<file path="config.mk">
export PLATFORM = sky130hd
export DESIGN_NAME = cp0_exception_ctrl
export DESIGN_NICKNAME = d
export VERILOG_FILES = /design/src/rtl/cp0_pkg.sv /design/src/rtl/cp0_regfile.sv /design/src/rtl/cp0_exception_ctrl.sv
export SDC_FILE = /design/constraint.sdc
export NUM_CORES = 1
export LEC_CHECK = 0
export CELL_PAD_IN_SITES_DETAIL_PLACEMENT = 1
export CELL_PAD_IN_SITES_GLOBAL_PLACEMENT = 1
export CORE_MARGIN = 5
export CORE_UTILIZATION = 30
export CTS_CLUSTER_SIZE = 25
export DETAILED_ROUTE_END_ITERATION = 12
export PLACE_DENSITY = 0.67
export REMOVE_ABC_BUFFERS = 1
export SYNTH_ARGS = -nofsm -noshare
export SYNTH_HDL_FRONTEND = slang
export SYNTH_HIERARCHICAL = 1
export SYNTH_SLANG_ARGS = --single-unit
export TNS_END_PERCENT = 5
</file>
<file path="constraint.sdc">
create_clock -name clk -period 3.45 [get_ports clk]
set_input_delay 0.345 -clock clk [delete_from_list [all_inputs] [get_ports clk]]
set_output_delay 0.345 -clock clk [all_outputs]
set_load 0.1 [all_outputs]
</file>
<file path="src/rtl/cp0_pkg.sv">
// CP0 shared definitions: register numbers, exception codes, FSM states.
package cp0_pkg;

    // CP0 register numbers reachable through MFC0/MTC0
    localparam logic [4:0] CP0_BADVADDR = 5'd8;
    localparam logic [4:0] CP0_STATUS   = 5'd12;
    localparam logic [4:0] CP0_CAUSE    = 5'd13;
    localparam logic [4:0] CP0_EPC      = 5'd14;

    // Exception cause codes raised by the pipeline
    localparam logic [4:0] EXC_DIV0    = 5'd1;
    localparam logic [4:0] EXC_ILLEGAL = 5'd2;
    localparam logic [4:0] EXC_MEMERR  = 5'd3;

    // Status bit positions
    localparam int STATUS_IE_BIT  = 0;
    localparam int STATUS_EXL_BIT = 1;

    typedef enum logic [1:0] {
        ST_NORMAL  = 2'd0,
        ST_TRAP    = 2'd1,
        ST_HANDLER = 2'd2,
        ST_RETURN  = 2'd3
    } cp0_state_e;

    // Assemble the architectural Cause word from its stored fields
    function automatic logic [31:0] cause_word(input logic bd, input logic [4:0] code);
        cause_word = {bd, 24'd0, code, 2'b00};
    endfunction

endpackage

</file>
<file path="src/rtl/cp0_regfile.sv">
// CP0 register storage: BadVAddr, Status, Cause, EPC with write arbitration and read mux.
module cp0_regfile
    import cp0_pkg::*;
(
    input  logic        clk,
    input  logic        reset_n,
    input  logic        exc_take,
    input  logic [4:0]  exc_code,
    input  logic [31:0] exc_pc,
    input  logic        exc_bd,
    input  logic [31:0] exc_badvaddr,
    input  logic        eret_take,
    input  logic        mtc0_take,
    input  logic [4:0]  addr,
    input  logic [31:0] wdata,
    output logic [31:0] rdata,
    output logic [31:0] epc,
    output logic        exl
);

    logic [31:0] badvaddr_q, badvaddr_d;
    logic [1:0]  status_q, status_d;
    logic        cause_bd_q, cause_bd_d;
    logic [4:0]  cause_code_q, cause_code_d;
    logic [31:0] epc_q, epc_d;

    // Next-state: an exception overrides any MTC0/ERET update in the same cycle
    always_comb begin
        badvaddr_d   = badvaddr_q;
        status_d     = status_q;
        cause_bd_d   = cause_bd_q;
        cause_code_d = cause_code_q;
        epc_d        = epc_q;
        if (exc_take) begin
            cause_code_d             = exc_code;
            cause_bd_d               = exc_bd;
            status_d[STATUS_EXL_BIT] = 1'b1;
            if (exc_code == EXC_MEMERR)
                badvaddr_d = exc_badvaddr;
            // A nested exception keeps the original return address
            if (!status_q[STATUS_EXL_BIT])
                epc_d = exc_bd ? (exc_pc - 32'd4) : exc_pc;
        end else begin
            if (mtc0_take) begin
                case (addr)
                    CP0_STATUS: status_d = wdata[1:0];
                    CP0_EPC:    epc_d    = wdata;
                    default:    ;
                endcase
            end
            // ERET clearing EXL takes priority over a simultaneous MTC0 to Status
            if (eret_take)
                status_d[STATUS_EXL_BIT] = 1'b0;
        end
    end

    // Register update
    always_ff @(posedge clk or negedge reset_n) begin
        if (!reset_n) begin
            badvaddr_q   <= '0;
            status_q     <= '0;
            cause_bd_q   <= 1'b0;
            cause_code_q <= '0;
            epc_q        <= '0;
        end else begin
            badvaddr_q   <= badvaddr_d;
            status_q     <= status_d;
            cause_bd_q   <= cause_bd_d;
            cause_code_q <= cause_code_d;
            epc_q        <= epc_d;
        end
    end

    // MFC0 read mux; unmapped numbers read as zero
    always_comb begin
        rdata = '0;
        case (addr)
            CP0_BADVADDR: rdata = badvaddr_q;
            CP0_STATUS:   rdata = {30'd0, status_q};
            CP0_CAUSE:    rdata = cause_word(cause_bd_q, cause_code_q);
            CP0_EPC:      rdata = epc_q;
            default:      rdata = '0;
        endcase
    end

    assign epc = epc_q;
    assign exl = status_q[STATUS_EXL_BIT];

endmodule

</file>
<file path="src/rtl/cp0_exception_ctrl.sv">
// CP0 exception control: trap/return FSM, flush counter and fetch redirect.
module cp0_exception_ctrl
    import cp0_pkg::*;
#(
    parameter logic [31:0] HANDLER_ADDR = 32'h80000180,
    parameter int unsigned FLUSH_CYCLES = 2
) (
    input  logic        clk,
    input  logic        reset_n,
    input  logic        exc_req,
    input  logic [4:0]  exc_code,
    input  logic [31:0] exc_pc,
    input  logic        exc_in_delay_slot,
    input  logic [31:0] exc_badvaddr,
    input  logic        eret,
    input  logic        cp0_we,
    input  logic [4:0]  cp0_addr,
    input  logic [31:0] cp0_wdata,
    output logic [31:0] cp0_rdata,
    output logic        flush,
    output logic        redirect_valid,
    output logic [31:0] redirect_pc,
    output logic        exl
);

    localparam logic [3:0] FLUSH_CNT = FLUSH_CYCLES[3:0];

    cp0_state_e  state_q, state_d;
    logic [3:0]  cnt_q, cnt_d;
    logic [31:0] target_q, target_d;
    logic [31:0] redirect_pc_q, redirect_pc_d;
    logic        accepting;
    logic        exc_take, eret_take, mtc0_take;
    logic [31:0] epc_cur;

    // Requests are only honoured outside the flush windows; exception beats ERET and MTC0
    assign accepting = (state_q == ST_NORMAL) || (state_q == ST_HANDLER);
    assign exc_take  = accepting && exc_req;
    assign eret_take = (state_q == ST_HANDLER) && eret && !exc_req;
    assign mtc0_take = accepting && cp0_we && !exc_req;

    cp0_regfile u_regfile (
        .clk          (clk),
        .reset_n      (reset_n),
        .exc_take     (exc_take),
        .exc_code     (exc_code),
        .exc_pc       (exc_pc),
        .exc_bd       (exc_in_delay_slot),
        .exc_badvaddr (exc_badvaddr),
        .eret_take    (eret_take),
        .mtc0_take    (mtc0_take),
        .addr         (cp0_addr),
        .wdata        (cp0_wdata),
        .rdata        (cp0_rdata),
        .epc          (epc_cur),
        .exl          (exl)
    );

    // Next-state and outputs: flush counts down, redirect fires on the last flush cycle
    always_comb begin
        state_d        = state_q;
        cnt_d          = cnt_q;
        target_d       = target_q;
        redirect_pc_d  = redirect_pc_q;
        flush          = 1'b0;
        redirect_valid = 1'b0;
        case (state_q)
            ST_NORMAL, ST_HANDLER: begin
                if (exc_take) begin
                    state_d  = ST_TRAP;
                    cnt_d    = FLUSH_CNT;
                    target_d = HANDLER_ADDR;
                end else if (eret_take) begin
                    state_d  = ST_RETURN;
                    cnt_d    = FLUSH_CNT;
                    target_d = epc_cur;
                end
            end
            ST_TRAP, ST_RETURN: begin
                flush = 1'b1;
                if (cnt_q <= 4'd1) begin
                    redirect_valid = 1'b1;
                    redirect_pc_d  = target_q;
                    cnt_d          = 4'd0;
                    state_d        = (state_q == ST_TRAP) ? ST_HANDLER : ST_NORMAL;
                end else begin
                    cnt_d = cnt_q - 4'd1;
                end
            end
            default: state_d = ST_NORMAL;
        endcase
    end

    // State, counter and redirect target registers
    always_ff @(posedge clk or negedge reset_n) begin
        if (!reset_n) begin
            state_q       <= ST_NORMAL;
            cnt_q         <= '0;
            target_q      <= '0;
            redirect_pc_q <= '0;
        end else begin
            state_q       <= state_d;
            cnt_q         <= cnt_d;
            target_q      <= target_d;
            redirect_pc_q <= redirect_pc_d;
        end
    end

    // During the pulse present the new target; otherwise hold the last one issued
    assign redirect_pc = redirect_valid ? target_q : redirect_pc_q;

endmodule

</file>
==> results of run 1 <==
per-stage QoR:
step | worst slack (ps) | power, uW | hold slack (ps) | cell area (um^2)
after detailed placement | 403 | 7010 | 494 | 9990
after global routing | 233 | 9400 | 67.5 | 10600
after global placement | 414 | 6880 | 485 | 9990
after floorplan | -1020 | 5410 | 49.4 | 6960
final | 346 | 9010 | 9.96 | 10700
after CTS | 332 | 9100 | 49.3 | 10600
layer usage:
layer  GRT usage  vias up  part of all wire
li1            -     2576                 -
met1       0.219     2913              0.42
met2       0.304      139              0.51
met3      0.0432       26             0.048
met4      0.0537        2             0.017
met5           0        -           0.00076
cells by family after synthesis:
logic type                 count (synthesis)
DFF                                      142
buffers and inverters                     57
adders and majority gates                  3
muxes                                    117
xor gates and xnor gates                  22
and+or+nand+nor                          121
AOI/OAI and AO/OA                        135
path summary, 6_finish.rpt:
kind,to,cells past startpoint
setup reg to reg,u_regfile/epc[13]$_DFFE_PN0P_,7
max in group asynchronous,u_regfile/badvaddr_q[18]$_DFFE_PN0P_,2
setup / recovery,redirect_pc[13],7
hold reg to reg,u_regfile/badvaddr_q[26]$_DFFE_PN0P_,1
min in group clk,u_regfile/epc[31]$_DFFE_PN0P_,3
hold / removal,target_q[23]$_DFFE_PN0P_,1
where the power goes:
group          internal [uW]  switching (uW)  total (uW)
sequential              2260             496        2750
combinational           1750            2450        4200
clock                   1310             745        2050
total                   5320            3690        9010
cell usage after synthesis, drive strengths merged (4+ instances only):
| cell type | count |
|---|---|
| a22o | 54 |
| a31oi | 5 |
| nor4 | 4 |
| mux2 | 103 |
| buf | 15 |
| or3 | 4 |
| dfrtp | 142 |
| or4 | 5 |
| nor4b | 5 |
| xor2 | 9 |
| mux2i | 14 |
| a21o | 4 |
| o21ai | 24 |
| nand2 | 31 |
| clkbuf | 27 |
| o211ai | 4 |
| inv | 14 |
| nand4 | 5 |
| xnor2 | 13 |
| nand3 | 13 |
| a222oi | 6 |
| nor3 | 7 |
| a21oi | 13 |
| nor2b | 4 |
| nor2 | 24 |
| a22oi | 5 |
layout make-up:
cell class                 count  area [um^2]
fill                        2482        12900
sequential                   142         3550
multi-input combinational    398         3380
timing repair buffer         201         2610
clock buffer                  19          443
tap                          319          399
clock inverter                13          210
inverter                      14         52.6
antenna                        2         5.00
state kept, by name, summed over array words and instances (netlist names):
name / count
u_regfile/status_q: 2
target_q: 32
u_regfile/cause_bd_q: 1
cnt_q: 4
redirect_pc_q: 32
u_regfile/badvaddr_q: 32
state_q: 2
u_regfile/cause_code_q: 5
u_regfile/epc: 32
layout by cell type (no fill, tap or decap), types with 14 or more instances in the layout:
master             n
mux2i_1           14
a22o_1            54
dfrtp_1          142
inv_1             14
nand2_1           31
nor2_1            22
clkbuf_16         17
mux2_2            65
clkdlybuf4s50_1  112
buf_12            65
mux2_4            38
buf_4             23
o21ai_0           23
==> Flow_metrics.wiki, run 1 <==
{| class="wikitable"
! Metric !! Value
|-
| Max Freq || 0.322 GHz
|-
| Top cell type's share of synthesized area || 0.494
|-
| Flip-flop and latch count after synthesis || 142
|-
| Number of warnings reported in the yosys synthesis log || 6
|-
| CTS clk-pin slew, worst paths || 60 ps
|-
| Sequential fraction of the synthesis area || 0.494
|-
| Startpoint type of the worst setup path || flop
|-
| Synthesized area per cell || 12.1 um^2
|-
| Buffers from clock root to sink, at most || 2
|-
| Overflow left after global routing || 0
|-
| Number of input and output port buffers inserted || 178
|-
| Maximum ir drop on the vdd rail || 668 uV
|-
| Status || complete, no violations
|-
| Final Skew || 14.1 ps
|-
| Detailed-route vias per instance || 5.10
|-
| Clock network latency to the later pin of the worst-skew pair || 420 ps
|-
| Syn Inst Count || 597
|-
| Layout overhead on the synthesized area || 48.0%
|-
| Arrival time at the worst endpoint || 2760 ps
|-
| Clock tree from TritonCTS || yes
|-
| First-pass GRT wire length || 36,800 um
|-
| Number of synthesized flops with an enable pin || 0
|-
| Largest net degree at the start of global routing || 91
|-
| Height of the die || 165 um
|-
| Final-report max-slew violation count || 0
|-
| FF-to-FF Start || state_q[0]$_DFFE_PN0P_
|-
| Dominant combinational cell family by area after synthesis || multiplexers
|-
| Primary FF master, synth || dfrtp_1
|-
| Buf/Inv on CP || 3
|-
| Die area || 27,200 um^2
|-
| Post-Synth Simple-Gate Area || 0.0933
|-
| Synthesized area || 7200 um^2
|-
| Total number of clock tree sinks || 142
|-
| Post-CTS Hold Buffers || 0
|-
| Headroom to the max-slew limit || 0.341
|-
| Slowest library cell on the worst path || or4b_4
|-
| WL/cell || 21.4 um
|-
| Min Tclk post-route || 3100 ps
|-
| Cell types with the largest area share after synthesis || dfrtp_1, mux2_2, mux2_4
|-
| Number of failing setup endpoints in the final timing report || 0
|-
| Critical Path Max Stage Delay || 710 ps
|-
| H-tree lvl count || 4
|-
| Adder and majority gate portion of the synthesized area || 0.00521
|-
| Worst-path fanout max || 27
|-
| Setup slack of the worst register-to-register path || 1050 ps
|-
| Max-capacitance violation count || 0
|-
| Share of final-layout standard cells stronger than drive strength 1 || 0.301
|-
| Compound-Gate Fraction of Synth Area || 0.141
|-
| Share of synthesized flip-flops with an asynchronous set or reset || 1.00
|-
| Leakage power || 0.00472 uW
|-
| TritonCTS buffer count || 17
|-
| First-pass detailed-route iteration total || 4
|-
| Total wirelength of the detailed-routed design || 23,800 um
|-
| Post-synthesis share of cell area spent on xor and xnor gates || 0.0268
|-
| Row Count || 56
|-
| Worst Setup Path Type || flop to output port
|-
| Power density over cell area || 846 nW/um^2
|-
| Count of boundary I/O pins || 179
|-
| Worst min-delay path category || primary input to asynchronous set/reset pin
|-
| Hold violation total from the final report || 0
|-
| Number of global-route vias before repair || 6,406
|-
| Residual DRC count || 0
|-
| Total instance count after detailed placement || 1,074
|-
| Biggest area consumer among synthesized cells || dfrtp_1
|-
| Number of antenna-violating nets in the routed design || 0
|-
| Global router's overall resource usage || 0.176
|-
| Die Span X || 165 um
|-
| Crit path required time || 3110 ps
|-
| Fraction of synthesized area in multiplexers || 0.200
|-
| Detailed Route Iter0 Violations || 198
|-
| Fraction of the cycle the final worst path needs || 0.900
|-
| Crit path cell chain || inv_1, ha_1, nor2_1, or4b_4, buf_12, mux2_4, buf_12
|-
| Crit path max-delay family || simple AND/OR/NAND/NOR gates
|-
| Final design utilization || 0.452
|-
| Final weighted congestion in routability-driven placement || 0.783
|-
| CP endpoint kind || output port
|-
| Initial Util || 0.306
|-
| Core area || 23,500 um^2
|-
| CTS root buffer || clkbuf_16
|-
| HPWL Detailed || 18,100 um
|-
| Cells resized by post-CTS repair || 0
|-
| Setup crit start || cnt_q[1]$_DFFE_PN0P_
|-
| Setup Buffers After CTS || 0
|-
| Net count reported at finish || 889
|-
| Initial antenna violation count || 2
|-
| Non-filler cells, final || 1,108
|-
| Cell seen most often among critical-path stages || buf_12
|-
| Measured slew at the worst slew-check pin || 985 ps
|-
| Total negative slack for setup checks || 0 ps
|-
| Unrepaired setup endpoints after global routing || false
|-
| Vias || 5,656
|-
| Count of different cell masters after synthesis || 64
|}
Power figures use the tool's default switching activity.
==> run 2: changes to the inputs <==
- CELL_PAD_IN_SITES_DETAIL_PLACEMENT: 1 -> 0
- RECOVER_POWER: unset -> 100
==> run 2 against run 1 <==
  * First-iteration DRC count grew 40%
  * Highest routed layer is now met4
  * Clock-buffer cell count is 3 higher
  * Final area is 6.6% lower
  * Final cell count decreased by 0.18%
  * Clock power down 13%
  * Critical path type is now primary input to output port
  * The flow now finishes with violations (capacitance limit, slew limit)
  * Critical path depth decreased by 1
  * Fmax is 2.3% lower
  * Via count shrank 2.4%
  * Total power decreased by 8.3%
  * Largest cell class unchanged
  * Clock skew decreased by 6.1 ps
  * Core utilization shrank 3.0 points
  * Die area stayed put
==> Flow_metrics.wiki, run 2 (synthesized netlist as in run 1, its figures left out) <==
{| class="wikitable"
! Metric !! Value
|-
| Status || complete, but fails checks
|-
| Violations in the final reports || capacitance limit, slew limit
|-
| TritonCTS buffer count || 17
|-
| Share of power burned in registers || 0.331
|-
| Switching power || 3530 uW
|-
| Part of the power in combinational logic || 0.454
|-
| Die Span X || 165 um
|-
| Headroom to the max-slew limit || -0.542
|-
| Fraction of the cycle the final worst path needs || 0.921
|-
| Tot Pwr || 8260 uW
|-
| Clock tree from TritonCTS || yes
|-
| Worst-path fanout max || 19
|-
| Total number of clock tree sinks || 142
|-
| Global router's overall resource usage || 0.165
|-
| Total wirelength of the detailed-routed design || 22,200 um
|-
| Arrival time at the worst endpoint || 2830 ps
|-
| Maximum ir drop on the vdd rail || 507 uV
|-
| Die area || 27,200 um^2
|-
| Height of the die || 165 um
|-
| Net count reported at finish || 889
|-
| HPWL Detailed || 16,700 um
|-
| Final Skew || 7.95 ps
|-
| Setup Buffers After CTS || 0
|-
| Post-CTS Hold Buffers || 0
|-
| Buffers from clock root to sink, at most || 2
|-
| Number of antenna-violating nets in the routed design || 0
|-
| Residual DRC count || 0
|-
| CTS clk-pin slew, worst paths || 60 ps
|-
| Clock network latency to the later pin of the worst-skew pair || 420 ps
|-
| Worst hold slack || 497 ps
|-
| Max-capacitance violation count || 2
|-
| Detailed Route Iter0 Violations || 277
|-
| Final-report max-slew violation count || 123
|-
| Worst min-delay path category || flop to flop
|-
| Min Tclk post-route || 3180 ps
|-
| Most common cell after layout, fill and taps aside || dfrtp_1
|-
| Worst Setup Path Type || primary input to output port
|-
| Fill cells || 2,290
|-
| Vias || 5,518
|-
| Core area || 23,500 um^2
|-
| Max Freq || 0.315 GHz
|-
| Setup slack of the worst register-to-register path || 470 ps
|-
| Largest net degree at the start of global routing || 91
|-
| Cell internal power dissipation || 4730 uW
|-
| Measured slew at the worst slew-check pin || 2310 ps
|-
| First-pass GRT wire length || 34,400 um
|-
| Startpoint type of the worst setup path || primary input
|-
| Detailed-route vias per instance || 4.99
|-
| Power density over cell area || 830 nW/um^2
|-
| Portion of total power attributed to the clock network || 0.215
|-
| Final std cell area, no fill || 9950 um^2
|-
| Overflow left after global routing || 0
|-
| CP endpoint kind || output port
|-
| Unrepaired setup endpoints after global routing || false
|-
| Most frequent cells in the layout || dfrtp_1, clkdlybuf4s50_1, mux2_2
|-
| Count of boundary I/O pins || 179
|-
| Initial antenna violation count || 1
|-
| H-tree lvl count || 4
|-
| Switching share of power || 0.428
|-
| WL/cell || 20.1 um
|-
| Initial Util || 0.306
|-
| Hold violation total from the final report || 0
|-
| DP Area || 9990 um^2
|-
| Total negative slack for setup checks || 0 ps
|-
| Number of input and output port buffers inserted || 178
|-
| CTS root buffer || clkbuf_16
|-
| Layout overhead on the synthesized area || 38.3%
|-
| Share of final-layout standard cells stronger than drive strength 1 || 0.258
|-
| Crit path required time || 3110 ps
|-
| Cells resized by post-CTS repair || 0
|-
| Row Count || 56
|-
| Number of failing setup endpoints in the final timing report || 0
|-
| Final weighted congestion in routability-driven placement || 0.783
|-
| Number of global-route vias before repair || 5,880
|-
| Leakage power || 0.00444 uW
|-
| First-pass detailed-route iteration total || 5
|}
==> run 2: cell types whose count changed in the layout (fill, tap and decap cells not counted), moves of 17 or more <==
cell	delta
buf_12	-35
mux2_1	+20
mux2_4	-20
clkbuf_2	+19
clkbuf_4	+17
==> run 2: worst paths after layout <==
| kind | to | cells past startpoint | start |
|---|---|---|---|
| min | redirect_pc_q[27]$_DFFE_PN0P_ | 1 | redirect_pc_q[27]$_DFFE_PN0P_ |
| min in group asynchronous | u_regfile/badvaddr_q[20]$_DFFE_PN0P_ | 1 | reset_n |
| max in group asynchronous | u_regfile/badvaddr_q[1]$_DFFE_PN0P_ | 1 | reset_n |
| max | cp0_rdata[24] | 6 | cp0_addr[2] |
| max reg2reg | u_regfile/badvaddr_q[16]$_DFFE_PN0P_ | 5 | state_q[0]$_DFFE_PN0P_ |
| min reg2reg | redirect_pc_q[27]$_DFFE_PN0P_ | 1 | redirect_pc_q[27]$_DFFE_PN0P_ |
==> run 2: metal layers <==
layer	track usage	up-vias	wire length (um)
met5	0	-	0
met4	0.0491	0	370
met3	0.0397	20	1280
met2	0.266	171	10600
met1	0.221	2752	9910
li1	-	2575	-
==> run 2: critical path, cell delays in order <==
cell and delay (ps):
dlygate4sd3_1 740, nand3b_1 260, nor3b_2 270, clkbuf_2 470, a22o_1 250, clkbuf_2 460
==> run 2: layout make-up <==
type | count | area [um^2] | area share
clock buffers | 22 | 484 | 0.0486
repair buffers | 201 | 2080 | 0.209
clock inverters | 9 | 85.1 | 0.00855
inverters | 14 | 52.6 | 0.00528
diodes | 1 | 2.50 | 0.000251
multi-input cells | 398 | 3300 | 0.331
flip-flops and latches | 142 | 3550 | 0.357
well taps | 319 | 399 | 0.0401
==> run 2: stage by stage <==
| stage | setup WS (ps) | std cells | util |
|---|---|---|---|
| final | 274 | 1106 | 0.423 |
| after global routing | 147 | 1106 | 0.423 |
| after CTS | 338 | 1105 | 0.449 |
| after detailed placement | 402 | 1074 | 0.424 |
| after global placement | 414 | 1074 | 0.424 |
| after floorplan | -1020 | 554 | - |
==> run 2: power by group through the flow <==
stage | Clock [uW] | Sequential, uW | Combinational, uW
finish | 1780 | 2730 | 3750
global route | 1900 | 2820 | 3960
CTS | 1820 | 2750 | 4200
detailed placement | 0 | 2770 | 4190
global placement | 0 | 2730 | 4140
floorplan | 0 | 2660 | 2750
==> run 3: changes to the inputs <==
- CORE_ASPECT_RATIO: unset -> 0.5
==> run 3 against run 2 <==
  * Critical path type unchanged
  * Total power about the same
  * Fmax increased by 1.2%
  * Clock power fell by 3%
  * Final cell count is 0.54% lower
  * Core utilization down 0.95 points
  * The flow still finishes with violations (capacitance limit, slew limit)
  * Sequential power about the same
  * Largest cell class unchanged
  * Routed wire length decreased by 1.4%
  * First-iteration DRC count is 34% higher
  * Die area increased by 0.69%
  * Flip-flop and latch count is the same
  * Final area is 1.1% lower
==> Flow_metrics.wiki, run 3 (synthesized netlist as in run 1, its figures left out) <==
{| class="wikitable"
! Metric !! Value
|-
| Unrepaired setup endpoints after global routing || false
|-
| Maximum ir drop on the vdd rail || 359 uV
|-
| Leakage power || 0.00440 uW
|-
| First-pass detailed-route iteration total || 6
|-
| Number of input and output port buffers inserted || 178
|-
| TritonCTS buffer count || 17
|-
| Count of boundary I/O pins || 179
|-
| Total number of clock tree sinks || 142
|-
| Clock tree from TritonCTS || yes
|-
| Hold wc startpoint || redirect_pc_q[25]$_DFFE_PN0P_
|-
| FF-to-FF Start || state_q[0]$_DFFE_PN0P_
|-
| Residual DRC count || 0
|-
| First-pass GRT wire length || 33,900 um
|-
| Portion of total power attributed to the clock network || 0.208
|-
| Layout overhead on the synthesized area || 36.8%
|-
| Cells resized by post-CTS repair || 0
|-
| Measured slew at the worst slew-check pin || 2210 ps
|-
| HPWL Detailed || 16,200 um
|-
| Total negative slack for setup checks || 0 ps
|-
| Worst-path fanout max || 31
|-
| Setup crit start || cp0_addr[2]
|-
| Height of the die || 120 um
|-
| H-tree lvl count || 4
|-
| WL/cell || 19.9 um
|-
| Die area || 27,400 um^2
|-
| Detailed Route Iter0 Violations || 372
|-
| Switching share of power || 0.429
|-
| Fill cells || 2,338
|-
| Switching power || 3550 uW
|-
| Min Tclk post-route || 3140 ps
|-
| Crit path required time || 3110 ps
|-
| Initial antenna violation count || 1
|-
| Row Count || 40
|-
| Number of antenna-violating nets in the routed design || 0
|-
| CP endpoint kind || output port
|-
| Net count reported at finish || 887
|-
| Share of final-layout standard cells stronger than drive strength 1 || 0.246
|-
| Final std cell area, no fill || 9850 um^2
|-
| Final-report max-slew violation count || 114
|-
| Die Span X || 229 um
|-
| CTS clk-pin slew, worst paths || 60 ps
|-
| Slowest library cell on the worst path || dlygate4sd3_1
|-
| CTS root buffer || clkbuf_16
|-
| Critical Path Max Stage Delay || 740 ps
|-
| Final weighted congestion in routability-driven placement || 0.823
|-
| Headroom to the max-slew limit || -0.475
|-
| Part of the power in combinational logic || 0.462
|-
| Power density over cell area || 840 nW/um^2
|-
| Max-capacitance violation count || 2
|-
| Clock network latency to the later pin of the worst-skew pair || 420 ps
|-
| DP Area || 9950 um^2
|-
| Worst min-delay path category || flop to flop
|-
| Number of global-route vias before repair || 5,796
|-
| Arrival time at the worst endpoint || 2790 ps
|-
| Max Freq || 0.319 GHz
|-
| Violations in the final reports || capacitance limit, slew limit
|-
| Buffers from clock root to sink, at most || 2
|-
| Total wirelength of the detailed-routed design || 21,900 um
|-
| Overflow left after global routing || 0
|-
| Largest net degree at the start of global routing || 81
|-
| Share of power burned in registers || 0.330
|-
| Fraction of the cycle the final worst path needs || 0.910
|-
| Vias || 5,444
|-
| Most common cell after layout, fill and taps aside || dfrtp_1
|-
| Global router's overall resource usage || 0.159
|-
| Cell internal power dissipation || 4720 uW
|-
| Startpoint type of the worst setup path || primary input
|-
| Detailed-route vias per instance || 4.95
|-
| Most frequent cells in the layout || dfrtp_1, clkdlybuf4s50_1, mux2_2
|-
| Core area || 23,800 um^2
|-
| Status || complete, but fails checks
|-
| Crit path cell chain || dlygate4sd3_1, nand3b_1, nor3b_1, buf_4, a222oi_1, inv_1, clkbuf_2
|-
| Initial Util || 0.302
|-
| Hold violation total from the final report || 0
|-
| Number of failing setup endpoints in the final timing report || 0
|-
| Worst Setup Path Type || primary input to output port
|-
| Final Skew || 10.8 ps
|}
-- run 3: cell count changes in the layout (fill, tap and decap cells not counted), sizes merged --
cell and change:
dlygate4sd3 +1, clkinv +2, clkinvlp +1, buf -3, inv -1, clkbuf -2
-- run 3: worst paths after layout --
kind                                                         to  slack (ps)  depth (start not counted)
min in group asynchronous   u_regfile/badvaddr_q[2]$_DFFE_PN0P_        1040                          2
max in group asynchronous         redirect_pc_q[11]$_DFFE_PN0P_         880                          3
setup / recovery                                   cp0_rdata[5]         310                          7
hold / removal                    redirect_pc_q[25]$_DFFE_PN0P_         490                          1
setup reg to reg           u_regfile/badvaddr_q[17]$_DFFE_PN0P_         380                          5
hold reg to reg                   redirect_pc_q[25]$_DFFE_PN0P_         490                          1
-- run 3: cell type report --
cell class / count / area, um^2 / share of cell area
Sequential cell: 142 / 3550 / 0.361
Multi-Input combinational cell: 398 / 3250 / 0.330
Timing Repair Buffer: 199 / 2040 / 0.207
Clock buffer: 20 / 457 / 0.0464
Tap cell: 315 / 394 / 0.0400
Clock inverter: 11 / 93.8 / 0.00953
Inverter: 14 / 52.6 / 0.00534
Antenna cell: 1 / 2.50 / 0.000254
-- run 3: through the flow --
| step | worst slack [ps] | hold WS [ps] | cells | util | power, uW |
|---|---|---|---|---|---|
| 2_1_floorplan | -1020 | 49.4 | 554 | - | 5410 |
| 4_1_cts | 341 | 486 | 1099 | 0.441 | 8740 |
| 3_3_place_gp | 433 | 445 | 1067 | 0.418 | 6910 |
| 6_report | 310 | 493 | 1100 | 0.413 | 8270 |
| 3_5_place_dp | 388 | 450 | 1067 | 0.418 | 6980 |
| 5_1_grt | 126 | 511 | 1100 | 0.413 | 8670 |
-- run 3: repair_timing --
action | CTS | global route
buffers inserted | 0 | 0
hold buffers | 1 | 0
hold endpoints to repair | 2 | 0
-- run 3: per-layer routing --
layer,global-route usage,vias up,routed length (um)
met5,0,-,0
met4,0.0477,0,415
met3,0.0288,23,565
met2,0.279,85,11400
met1,0.201,2752,9460
li1,-,2584,-
-- run 3: power by group through the flow --
stage / Clock (uW) / Combinational (uW) / Sequential, uW
finish: 1720 / 3820 / 2730
CTS: 1760 / 4220 / 2750
floorplan: 0 / 2750 / 2660
global placement: 0 / 4160 / 2750
global route: 1850 / 4010 / 2810
detailed placement: 0 / 4210 / 2770
-- run 3: critical path: cells and delay by family --
kind                   cells  cell delay, ps
AOI/OAI and AO/OA          1             210
buffers and inverters      4            1760
and+or+nand+nor            2             460
==> edit 1 (config.mk and constraints of run 2) <==
`badvaddr_q` no longer has a reset.
--- a/src/rtl/cp0_regfile.sv
+++ b/src/rtl/cp0_regfile.sv
@@ -57,18 +57,20 @@
     // Register update
     always_ff @(posedge clk or negedge reset_n) begin
         if (!reset_n) begin
-            badvaddr_q   <= '0;
             status_q     <= '0;
             cause_bd_q   <= 1'b0;
             cause_code_q <= '0;
             epc_q        <= '0;
         end else begin
-            badvaddr_q   <= badvaddr_d;
             status_q     <= status_d;
             cause_bd_q   <= cause_bd_d;
             cause_code_q <= cause_code_d;
             epc_q        <= epc_d;
         end
+    end
+
+    always_ff @(posedge clk) begin
+        badvaddr_q <= badvaddr_d;
     end
 
     // MFC0 read mux; unmapped numbers read as zero
Check against the original RTL: not equivalent (Yosys sat finds a counterexample within 4 cycles, from zero or initial values and one cycle with reset_n low).
==> edit 1 against run 2 <==
  * The run still ends with capacitance limit, slew limit left
  * Total power decreased by 6.9%
  * Routed wire length decreased by 2.3%
  * Sequential cell count unchanged
  * Setup slack got worse by 75 ps
  * Count of clock-buffer cells in the layout increased by 1
  * Synthesized area decreased by 3.0%
  * Critical endpoint is now cp0_rdata[5]
  * Final area decreased by 2.9%
  * Clock skew increased by 1.8 ps
==> edit 1: results (changes against run 2) <==
stage,metric,value,unit,change
run_status,status,"complete, but fails checks",,
run_status,failing checks,"capacitance limit, slew limit",,
route,routed wire length,21690,um,-2.3%
pwr,Leak Pwr,4.145,nW,-6.7%
synth,top post-synthesis cells by count,"dfrtp_1, a22o_1, nand2_1, mux2_4",,
placed_design,placed cells,1044,,-2.8%
clock_network,Root Buffer,clkbuf_16,,
grt,M1 GR Usage,20.64,%,-1.5 points
route,DR iter-0 viols,253,,-8.7%
synth,Post-synth EDFFs,32,,+32
placed_design,DP Area,9763,um^2,-2.3%
route,M1 wire length,9732,um,-1.8%
run,max_cap viols,2,,unchanged
synth,Post-synth ARST share,77.46,%,-23 points
grt,M3 GR Usage,4.505,%,+0.54 points
grt,initial antenna violation count,2,,+1
sta,clk_skew,9.782,ps,+1.830 ps
layout,# diodes,0,,-1
worst_setup_path,Critical Path AT,2910,ps,+80 ps
placed_design,pre-CTS WS,666.9,ps,+264.8 ps
clock_network,Worst-Skew Late Latency,420,ps,about the same
grt,met2 GRT Util,26.94,%,+0.37 points
synth,post-synth cell types,54,,-16%
placed_design,hpwl dp,16030,um,-3.8%
synth,Area contributors post-synth,"dfrtp_1, edfxtp_1, mux2_4, a22o_1, mux2_2",,
route,post-DR vias/cell,5.003,,+0.27%
synth,adder-cell area share of the yosys netlist,0.5373,%,+0.016 points
layout,Layout Nets,866,,-2.6%
route,routed wl met3,1199,um,-6.4%
clock_network,CTS Hold Buffers Added,1,,+1
grt,Tot GR Track Use,16.21,%,-0.30 points
synth,syn avg cell area,12.19,um^2,+1.1%
layout,ratio of cells with drive above 1 in the final layout,18.85,%,-7.0 points
worst_setup_path,"slowest stage cell, crit path",clkbuf_2,,
synth,post-synthesis mux area share,15.91,%,-4.1 points
route,vias,5388,,-2.4%
route,Top Metal Used,met5,,
grt,first-pass GRT wire length,32760,um,-4.7%
clock_network,"CTS clk-pin slew, worst paths",60,ps,about the same
synth,Synth Area in XOR/XNOR,2.006,%,-0.67 points
pwr,switching portion of total power,42.37,%,-0.40 points
synth,share of the yosys chip area belonging to registers,53.16,%,+3.8 points
placed_design,Final GP Congestion,0.7807,,-0.27%
grt,vias in the first global route,5569,,-5.3%
clock_network,CTS resizes,0,,unchanged
clock_network,H-Tree Depth,4,,unchanged
route,routed wl met2,10450,um,-1.8%
sta,Rel. slew slack,-53.29,%,+0.88 points
pwr,worst ir drop on vdd,0.0004195,V,-17%
synth,Synth Area in Compound Gates,14.62,%,+0.55 points
worst_setup_path,crit path max fanout,30,,+11
worst_setup_path,CP max stage delay,680,ps,-60 ps
sta,Pins Over Slew Limit,75,,-39%
grt,largest net degree at the start of global routing,67,,-26%
## edit 1: changes by cell type in the layout (fill, tap and decap cells not counted), sizes merged, moves of 7 or more
cell,delta
a22oi,+8
dfrtp,-32
nand2,+14
edfxtp,+32
clkbuf,-9
o21ai,+7
dlygate4sd3,+32
clkdlybuf4s50,-32
mux2,-33
## edit 1: logic make-up after synthesis
group	count (synthesis)
buf+inv	49
xor+xnor	16
flops	142
compound gates	138
fa+ha+maj	3
simple gates	137
mux	88
## edit 1: final timing paths
kind | startpoint | to | slack, ps | cells after the start
max | cp0_addr[3] | cp0_rdata[5] | 200 | 7
min | redirect_pc_q[26] | redirect_pc_q[26] | 490 | 1
max reg2reg | state_q[0] | cnt_q[1] | 500 | 2
min reg2reg | redirect_pc_q[26] | redirect_pc_q[26] | 490 | 1
max in group asynchronous | reset_n | u_regfile/epc[16] | 1630 | 3
min in group asynchronous | reset_n | redirect_pc_q[18] | 790 | 2
## edit 1: worst register-to-register path, delay by kind of cell, from the launching register on
| kind | cells | cell delay (ps) |
|---|---|---|
| AO/OA/AOI/OAI | 1 | 400 |
| flip-flops | 1 | 570 |
| AND/OR/NAND/NOR | 1 | 1720 |
## edit 1: power by group through the flow
| stage | Combinational [mW] | Sequential [mW] | Clock, mW |
|---|---|---|---|
| detailed placement | 3.77 | 2.65 | 0 |
| finish | 3.47 | 2.61 | 1.61 |
| CTS | 3.78 | 2.63 | 1.66 |
| global placement | 3.72 | 2.63 | 0 |
| floorplan | 2.47 | 2.58 | 0 |
| global route | 3.66 | 2.69 | 1.73 |
## edit 1: area by class of cell
type,count,area (um^2)
fillers,2158,13120
flip-flops and latches,142,3714
multi-input cells,382,2913
repair buffers,195,2091
clock buffers,23,457.9
well taps,313,391.6
inverters,13,48.80
clock inverters,9,45.04
==> edit 2 (settings of run 2) <==
Made on the original files. Encoding of `cp0_state_e`: now one-hot (4 bits for 4 states).
--- a/src/rtl/cp0_pkg.sv
+++ b/src/rtl/cp0_pkg.sv
@@ -16,11 +16,11 @@
     localparam int STATUS_IE_BIT  = 0;
     localparam int STATUS_EXL_BIT = 1;
 
-    typedef enum logic [1:0] {
-        ST_NORMAL  = 2'd0,
-        ST_TRAP    = 2'd1,
-        ST_HANDLER = 2'd2,
-        ST_RETURN  = 2'd3
+    typedef enum logic [3:0] {
+        ST_NORMAL  = 4'b0001,
+        ST_TRAP    = 4'b0010,
+        ST_HANDLER = 4'b0100,
+        ST_RETURN  = 4'b1000
     } cp0_state_e;
 
     // Assemble the architectural Cause word from its stored fields
Function: same outputs for any inputs over 4 cycles, from zero or initial values and one cycle with reset_n low; so few cycles prove little.
==> edit 2 against run 2 <==
  * Synthesized area grew 5.6%
  * First-iteration DRC count grew 13%
  * Largest cell class unchanged
  * Die area grew 5.3%
  * Routed wire length grew 4.5%
  * Setup slack gained 82 ps
  * Global-route usage shrank 0.38 points
  * Critical endpoint is now cp0_rdata[3]
  * Critical path depth grew 1
  * Sequential cell count grew 2
  * Maximum frequency grew 2.6%
  * Clock skew grew 6.2 ps
  * Sequential share of layout area shrank 0.89 points
  * Final area grew 4.0%
Power is not compared: it rests on default switching activity, and its combinational part moved more than twofold at a synthesized area within 25%.
==> edit 2: results (changes against run 2) <==
stage,metric,value,unit,change
synth,post-synth cell types,65,,+1.6%
synth,share of the yosys chip area belonging to registers,47.42,%,-1.9 points
layout,Seq. cell area,3605,um^2,+1.4%
layout,clock buffer count,18,,-18%
run_status,status,"complete, no violations",,
placed_design,hpwl dp,17150,um,+3.0%
worst_setup_path,Critical Path AT,2750,ps,-80 ps
layout,number of sequential cells,144,,+1.4%
worst_setup_path,R2R Setup Slk,490,ps,+20 ps
grt,largest net degree at the start of global routing,64,,-30%
layout,Non-CTS buffers,205,,+2.0%
layout,Layout fillers,2455,,+7.2%
layout,multi-input logic cell count,481,,+21%
worst_setup_path,r2r endpoint,u_regfile/cause_code_q[2],,
grt,first-pass GRT wire length,35750,um,+4.0%
synth,post-synthesis mux area share,19.67,%,-0.37 points
sta,Rel. slew slack,6.070,%,+60 points
synth,Area contributors post-synth,"dfrtp_1, mux2_4, mux2_2, nand2_1, a21oi_1",,
synth,adder-cell area share of the yosys netlist,0.4937,%,-0.028 points
route,DR iter-0 viols,312,,+13%
worst_hold_path,hold path start,cp0_wdata[31],,
layout,Non-clock buffer share,20.06,%,-0.83 points
synth,Synth Area in Compound Gates,12.21,%,-1.9 points
clock_network,CTS Hold Buffers Added,1,,+1
route,routed wire length,23200,um,+4.5%
grt,Tot GR Track Use,16.13,%,-0.38 points
floorplanning,tap cell count,330,,+3.4%
synth,top post-synthesis cells by count,"dfrtp_1, nand2_1, mux2_2, mux2_4, a21oi_1",,
worst_hold_path,hold depth,3,,+2
worst_setup_path,worst r2r src,state_q[0],,
route,post-DR vias/cell,4.845,,-2.9%
worst_hold_path,min-delay worst type,input pin to flip-flop,,
placed_design,Final GP Congestion,0.7508,,-4.1%
layout,# diodes,0,,-1
synth,Synth Area in XOR/XNOR,2.880,%,+0.20 points
grt,vias in the first global route,5953,,+1.2%
layout,ratio of cells with drive above 1 in the final layout,24.23,%,-1.6 points
==> edit 2: metrics by stage <==
step                      instance area, um^2  hold WS, ps  total power, mW  cells
final                                   10350        481.4            6.167   1209
after global routing                    10350        480.9            6.513   1209
after CTS                               10600        468.3            6.327   1209
after detailed placement                 9998        352.8            4.399   1177
after global placement                   9998        365.1            4.369   1177
after floorplan                          7325        49.41            3.710    643
==> edit 2: worst max path at each step <==
stage,slack [ps],cells past startpoint,endpoint
floorplan,-590,4,redirect_valid
global placement,710,7,cp0_rdata[5]
CTS,600,7,redirect_pc[11]
finish,360,7,cp0_rdata[3]
detailed placement,720,7,cp0_rdata[3]
global route,260,8,u_regfile/epc[20]
==> edit 2: per-layer routing <==
layer / global-route usage [%] / wire [um]
met5: 0 / 0
met3: 3.890 / 1163
met4: 4.375 / 356
met1: 21.86 / 10630
met2: 25.96 / 11060
==> edit 2: worst register-to-register path, stage by stage (launching register included) <==
cell and delay, ps:
dfstp_1 770, xor2_1 280, nand3_1 280, inv_2 350
clkbuf_1 760, mux2_2 420
